File: src/rtl/mem_port_arbiter.sv
// rtl/mem_port_arbiter.sv - store/load/fetch arbiter for the unified memory port with read-owner tag pipeline.
// Optional fetch anti-starvation aging is enabled by defining MEM_ARB_AGING_EN.
module mem_port_arbiter #(
  parameter int ADDR_W       = 32,
  parameter int DATA_W       = 64,
  parameter int MEM_LATENCY  = 2,
  parameter int STARVE_LIMIT = 4
) (
  input  logic              clock,
  input  logic              reset,
  input  logic              st_req,
  input  logic [ADDR_W-1:0] st_addr,
  input  logic [DATA_W-1:0] st_data,
  input  logic [1:0]        st_size,
  input  logic              ld_req,
  input  logic [ADDR_W-1:0] ld_addr,
  input  logic [1:0]        ld_size,
  input  logic              if_req,
  input  logic [ADDR_W-1:0] if_addr,
  input  logic              if_flush,
  output logic              st_grant,
  output logic              ld_grant,
  output logic              if_grant,
  output logic              ld_rsp_valid,
  output logic [DATA_W-1:0] ld_rsp_data,
  output logic              if_rsp_valid,
  output logic [DATA_W-1:0] if_rsp_data,
  output logic              if_starved,
  output logic [1:0]        mem_command,
  output logic [ADDR_W-1:0] mem_addr,
  output logic [1:0]        mem_size,
  output logic [DATA_W-1:0] mem_wdata,
  input  logic [DATA_W-1:0] mem_rdata
);

  typedef enum logic [1:0] {
    TAG_NONE = 2'd0,
    TAG_LD   = 2'd1,
    TAG_IF   = 2'd2
  } tag_t;

  localparam logic [1:0] CMD_NONE  = 2'd0;
  localparam logic [1:0] CMD_LOAD  = 2'd1;
  localparam logic [1:0] CMD_STORE = 2'd2;
  localparam logic [1:0] SIZE_DOUBLE = 2'd3;

  generate
    if (MEM_LATENCY < 1) begin : g_bad_latency
      $error("mem_port_arbiter: MEM_LATENCY must be >= 1");
    end
    if (STARVE_LIMIT < 1 || STARVE_LIMIT > 7) begin : g_bad_starve
      $error("mem_port_arbiter: STARVE_LIMIT must fit the 3-bit aging counter (1..7)");
    end
  endgenerate

  logic if_eligible;
  logic starved;
  tag_t tags [MEM_LATENCY];
  tag_t last_tag;

  assign if_eligible = if_req & ~if_flush;

`ifdef MEM_ARB_AGING_EN
  localparam logic [2:0] STARVE_CNT = 3'(STARVE_LIMIT);
  logic [2:0] starve_cnt;

  // Saturating count of cycles an eligible fetch lost arbitration.
  always_ff @(posedge clock) begin
    if (reset) begin
      starve_cnt <= 3'd0;
    end else if (if_grant || if_flush) begin
      starve_cnt <= 3'd0;
    end else if (if_eligible && starve_cnt != 3'd7) begin
      starve_cnt <= starve_cnt + 3'd1;
    end
  end

  assign starved = ~reset & (starve_cnt >= STARVE_CNT);
`else
  assign starved = 1'b0;
`endif

  assign if_starved = starved;

  always_comb begin
    st_grant = 1'b0;
    ld_grant = 1'b0;
    if_grant = 1'b0;
    if (!reset) begin
      if (starved && if_eligible) begin
        if_grant = 1'b1;
      end else if (st_req) begin
        st_grant = 1'b1;
      end else if (ld_req) begin
        ld_grant = 1'b1;
      end else if (if_eligible) begin
        if_grant = 1'b1;
      end
    end
  end

  always_comb begin
    mem_command = CMD_NONE;
    mem_addr    = '0;
    mem_size    = 2'd0;
    mem_wdata   = '0;
    if (st_grant) begin
      mem_command = CMD_STORE;
      mem_addr    = st_addr;
      mem_size    = st_size;
      mem_wdata   = st_data;
    end else if (ld_grant) begin
      mem_command = CMD_LOAD;
      mem_addr    = ld_addr;
      mem_size    = ld_size;
    end else if (if_grant) begin
      mem_command = CMD_LOAD;
      mem_addr    = if_addr;
      mem_size    = SIZE_DOUBLE;
    end
  end

  // Owner of each in-flight read; a flush kills fetch tags as they advance.
  always_ff @(posedge clock) begin
    if (reset) begin
      for (int i = 0; i < MEM_LATENCY; i++) begin
        tags[i] <= TAG_NONE;
      end
    end else begin
      tags[0] <= ld_grant ? TAG_LD : (if_grant ? TAG_IF : TAG_NONE);
      for (int i = 1; i < MEM_LATENCY; i++) begin
        tags[i] <= (if_flush && tags[i-1] == TAG_IF) ? TAG_NONE : tags[i-1];
      end
    end
  end

  assign last_tag     = tags[MEM_LATENCY-1];
  assign ld_rsp_valid = ~reset & (last_tag == TAG_LD);
  assign if_rsp_valid = ~reset & ~if_flush & (last_tag == TAG_IF);
  assign ld_rsp_data  = ld_rsp_valid ? mem_rdata : '0;
  assign if_rsp_data  = if_rsp_valid ? mem_rdata : '0;

endmodule

File: config.mk
export PLATFORM = sky130hd
export DESIGN_NAME = mem_port_arbiter
export DESIGN_NICKNAME = d
export VERILOG_FILES = /design/src/rtl/mem_port_arbiter.sv
export SDC_FILE = /design/constraint.sdc
export NUM_CORES = 1
export LEC_CHECK = 0
export ABC_AREA = 1
export CAP_MARGIN = 40
export CORE_AREA = 2 2 182 184
export CTS_BUF_LIST = sky130_fd_sc_hd__clkbuf_4 sky130_fd_sc_hd__clkbuf_8 sky130_fd_sc_hd__clkbuf_16
export CTS_CLUSTER_DIAMETER = 120
export DETAILED_ROUTE_END_ITERATION = 6
export DIE_AREA = 0 0 184 186
export SLEW_MARGIN = 30
export SYNTH_ARGS = -nofsm -noshare
export SYNTH_HDL_FRONTEND = slang
export SYNTH_SLANG_ARGS = --single-unit
File: constraint.sdc
create_clock -name clock -period 2.2 [get_ports clock]
set_clock_uncertainty 0.1 [all_clocks]
set_input_delay 0.66 -clock clock [delete_from_list [all_inputs] [get_ports clock]]
set_output_delay 0.66 -clock clock [all_outputs]
set_load 0.1 [all_outputs]
After elaboration in Yosys (flattened, before gate mapping)
Memory sizes are Yosys's and may differ from the RTL's.
Cells that the tools add are included.
{"block": "word_totals", "mem_bits_rw": 4, "elab_cells": 42, "mem_count": 1, "inputBits": 234, "register_bits": 0}
{"block": "classes", "eq_ne": 3, "reduce_logical": 1, "bitwise_logic": 8, "n_mux": 29}
{"name": "tags", "words": 2, "width": 2, "rd": 2, "rd_ports_with_merged_regs": 0, "wr": 2, "line_no": "58", "text": "tag_t tags [MEM_LATENCY];"}
{"op": "two-way mux 64 bit", "count": 3}
{"op": "two-way mux 32 bit", "count": 3}
{"op": "two-way mux 2 bit", "count": 9}
{"op": "two-way mux 1 bit", "count": 14}
{"op": "AND 1 bit", "count": 4}
{"op": "== test 2 bit, second input constant", "count": 2}
{"op": "== test 2 x 1 -> 1 bit, second input constant", "count": 1}
{"op": "NOT 1 bit", "count": 2}
{"op": "OR 1 bit", "count": 2}
{"op": "logical AND 1 bit", "count": 1}

Longest topological paths before layout
{"block": "depth", "depth_word": 9, "depth_mapped": 6}

Least setup slack after synthesis
No wires, ideal clock.
{"block": "synth_path", "kind": "input to output", "startpoint": "input if_flush", "endpoint": "output if_rsp_data[54]", "path_buffers": 2, "cell_stages": 5, "path_slack_ns": -0.944, "arrival_ns": 2.384, "t_required_ns": 1.440, "path_cell_list": "nor2_1 nand3_1 buf_4 buf_6 nor2_1"}
{"block": "synth_between", "elab_chain_cells": 4}
{"element": "from (decl)", "line_no": "20", "text": "input logic if_flush,"}
{"element": "NOT 1 bit", "line_no": "139", "text": "assign if_rsp_valid = ~reset & ~if_flush & (last_tag == TAG_IF);"}
{"element": "AND 1 bit (2 in a row)", "line_no": "139"}
{"element": "two-way mux 64 bit", "line_no": "141", "text": "assign if_rsp_data = if_rsp_valid ? mem_rdata : '0;"}
{"element": "to (decl)", "line_no": "27", "text": "output logic [DATA_W-1:0] if_rsp_data,"}
Every way passes these cells.

Final worst setup path
{"block": "layout_path", "startpoint": "input st_req", "endpoint": "output if_grant"}
{"block": "layout_between", "elab_chain_cells": 2}
{"element": "from (decl)", "line_no": "11", "text": "input logic st_req,"}
{"element": "two-way mux 1 bit", "line_no": "92", "text": "end else if (st_req) begin"}
{"element": "two-way mux 1 bit", "line_no": "89", "text": "if (!reset) begin"}
{"element": "to (decl)", "line_no": "23", "text": "output logic if_grant,"}
Every way passes these cells.

==> flow_metrics.py <==
metrics = {
    "outcome": {
        "status": "finished, violations left",
        "failed_checks": "setup timing",
    },
    "sta": {
        "post-route-period-util_pct": 119.1,
        "period_needed_ns": 2.620,
        "fin_ws_ns": -0.4198,
        "rsz0062_at_grt": "true",
        "final_max_slew_viol_count": 0,
        "setup_viol": 233,
        "holdWs_ns": 0.3363,
        "fmax_mhz": 381.7,
        "tns_ns": -70.06,
        "finalHoldViolCount": 0,
    },
    "power_and_ir_drop": {
        "power.density_nw_per_um2": 210.5,
        "ir_worst_vdd_uv": 267.8,
        "power.leakage_nw": 5.795,
    },
    "yosys": {
        "synth.most_common_cell": "nor2_1",
        "synth_cell_types": 15,
        "yosysTopAreaCell": "nor2_1",
        "ys_seq_area_share_pct": 3.465,
        "synthTopCellsByArea": "nor2_1 (32%), inv_1 (22%), nand2_1 (11%), nand4_1 (8.7%), nand3_1 (8.4%)",
        "synth-seq-cells": 4,
        "synth_ff_type": "dfxtp_1",
        "synth_area_um2": 2311,
        "synth_edf_count": 0,
        "syn-num-nets": 757,
        "async_reset_ff_share_pct": 0,
        "syn_inst": 523,
        "synth_top_area_share_pct": 31.67,
        "syn_area_per_cell_um2": 4.419,
        "netlist_top_cells_count": "nor2_1 (195), inv_1 (138), nand2_1 (70), nand3_1 (39), nand4_1 (32)",
        "yosys_warnings": 0,
    },
    "clock_network": {
        "cts_tree": "built",
        "clk_latency_ns": 0.22,
        "clockBufferDepth": 2,
        "htreeDepth": 1,
        "path_clk_slew_ns": 0.03,
        "cts_buffers": 3,
        "cts.sinks": 4,
        "cts_root_buf": "clkbuf_16",
        "cts-hold-fix-buffers": 0,
    },
    "route": {
        "wl_per_cell_um": 15.50,
        "ant_nets": 0,
        "routed_via_density": 3.650,
        "drtIter0Drc": 81,
        "vias": 5387,
        "dr.pass1.iters": 6,
        "drc": 0,
        "wl_um": 22880,
    },
    "grt": {
        "grt_max_degree": 34,
        "grt_usage_pct": 12.75,
        "grt_overflow": 0,
        "grt-busiest-layer": "met2",
        "use_met2_pct": 25.69,
        "grt_pass1_wl_um": 33470,
        "grt_pass1_vias": 5884,
        "antenna_found_initial": 0,
        "grt_use_met1_pct": 13.04,
        "grtUsageMet3_pct": 3.150,
    },
    "placement": {
        "placed_area_um2": 11820,
        "pre_cts_ws_ns": -0.8174,
        "placed_cells": 1415,
        "portBuffers": 466,
        "place.gp.congestion": 0.7699,
        "dp_hpwl_um": 17910,
    },
    "min_path": {
        "hold_class": "reg2reg",
    },
    "finish": {
        "num_antenna_cells": 0,
        "final_cell_count_no_fill": 1476,
        "final_layout_size_suffix_gt1_share_pct": 59.46,
        "top_register": "tags",
        "largest_reg_flops": 4,
        "design_area_um2": 13650,
        "syn2layout_area_growth_pct": 490.7,
        "nets": 1304,
        "largest_registers": "tags (4)",
    },
    "floorplan": {
        "floorplan.initialDensity_pct": 7.176,
        "design.core.area_um2": 32210,
        "dieArea_um2": 34220,
        "pin_count": 468,
        "die_x_um": 184,
        "rows": 66,
        "die_h_um": 186,
    },
    "worst_setup_path": {
        "worstSetupPathType": "in2out",
        "cp.buffers_inverters": 8,
        "required_ns": 1.44,
        "critPathTopFamily": "buffers and inverters",
        "crit_path_max_incr_delay_ns": 0.17,
        "crit_top_cell": "buf_6",
        "crit_chain": "buf_8 -> buf_6 -> nor2_4 -> buf_6 -> buf_8 -> buf_6 -> buf_6 -> nand3_4 -> clkinvlp_4 -> buf_12",
        "cpMaxStageDelayCell": "buf_12",
        "path_max_fanout": 5,
        "worst_setup_path_start_kind": "primary input",
        "worst_setup_path_end_kind": "output port",
        "crit_arrival_ns": 1.86,
    },
    "job": {
        "cap_violations": 0,
    },
}
## per-stage QoR
stage	util, %	power, W
floorplan	-	0.001250
global placement	36.71	0.002294
detailed placement	36.71	0.002305
CTS	42.13	0.002872
global route	42.39	0.002980
finish	42.39	0.002874
## where the power goes
| group | leakage (nW) | internal [W] | switching (W) |
|---|---|---|---|
| logic | 5.73 | 0.00110 | 0.00142 |
| clock network | 0.0370 | 0.000232 | 0.0000475 |
| registers | 0.0325 | 0.0000748 | 0.00000121 |
| total | 5.79 | 0.00141 | 0.00146 |
## worst paths after layout
check              from          to  slack, ns  cells after the start
max              st_req    if_grant      -0.42                     10
min reg2reg  tags[0][0]  tags[0][2]       0.34                      2
max reg2reg  tags[0][0]  tags[0][3]       1.46                      4
min          tags[0][0]  tags[0][2]       0.34                      2
## cell type report
cell class	count	area [um2]
Fill cell	2964	18550
Multi-Input combinational cell	340	3498
Sequential cell	4	80.08
Clock buffer	3	75.07
Timing Repair Buffer	579	8891
Tap cell	408	510.5
Inverter	142	596.8
## kinds of logic (layout without fill, tap and decap cells)
kind of cell / after synthesis / count (layout) / synth area share, %
other cells: 1 / 1 / 0.1623
buf+inv: 179 / 724 / 34.98
flops: 4 / 4 / 3.465
simple gates: 339 / 339 / 61.40
## placed cells by master, fill, tap and decap left out
master             n
inv_16             2
buf_6             30
nor2_1             1
nand3_2            9
clkinvlp_4         3
conb_1             1
buf_2              2
inv_2              1
clkdlybuf4s50_1  228
nand3_1            2
nand2_8            1
clkdlybuf4s15_1    1
buf_16            22
nand4_1           32
clkinv_8           1
inv_8              1
inv_1            134
nand2_4           22
clkbuf_2           1
buf_4             16
nand3_4           28
nand2_1           30
nor2_4           196
clkbuf_16          5
nand2_2           18
buf_8             15
buf_12           262
dfxtp_1            4
## metal layers
metal,vias to the layer above,routed length [um]
li1,2600,-
met2,294,13110
met5,-,0
met1,2471,7529
met4,0,432
met3,22,1811
## tightest hold or removal path, cell delays in order, from the launching register on
cell and delay, ns:
dfxtp_1 0.28, inv_1 0.06, nor2_1 0.05
## timing repair
action,4_1_cts,5_1_grt
setup endpoints to repair,233,233
pin swaps,54,60
gates cloned,21,2
resized for setup,255,20
setup buffers,39,7
No activity file was read; power rests on OpenSTA's default activity.
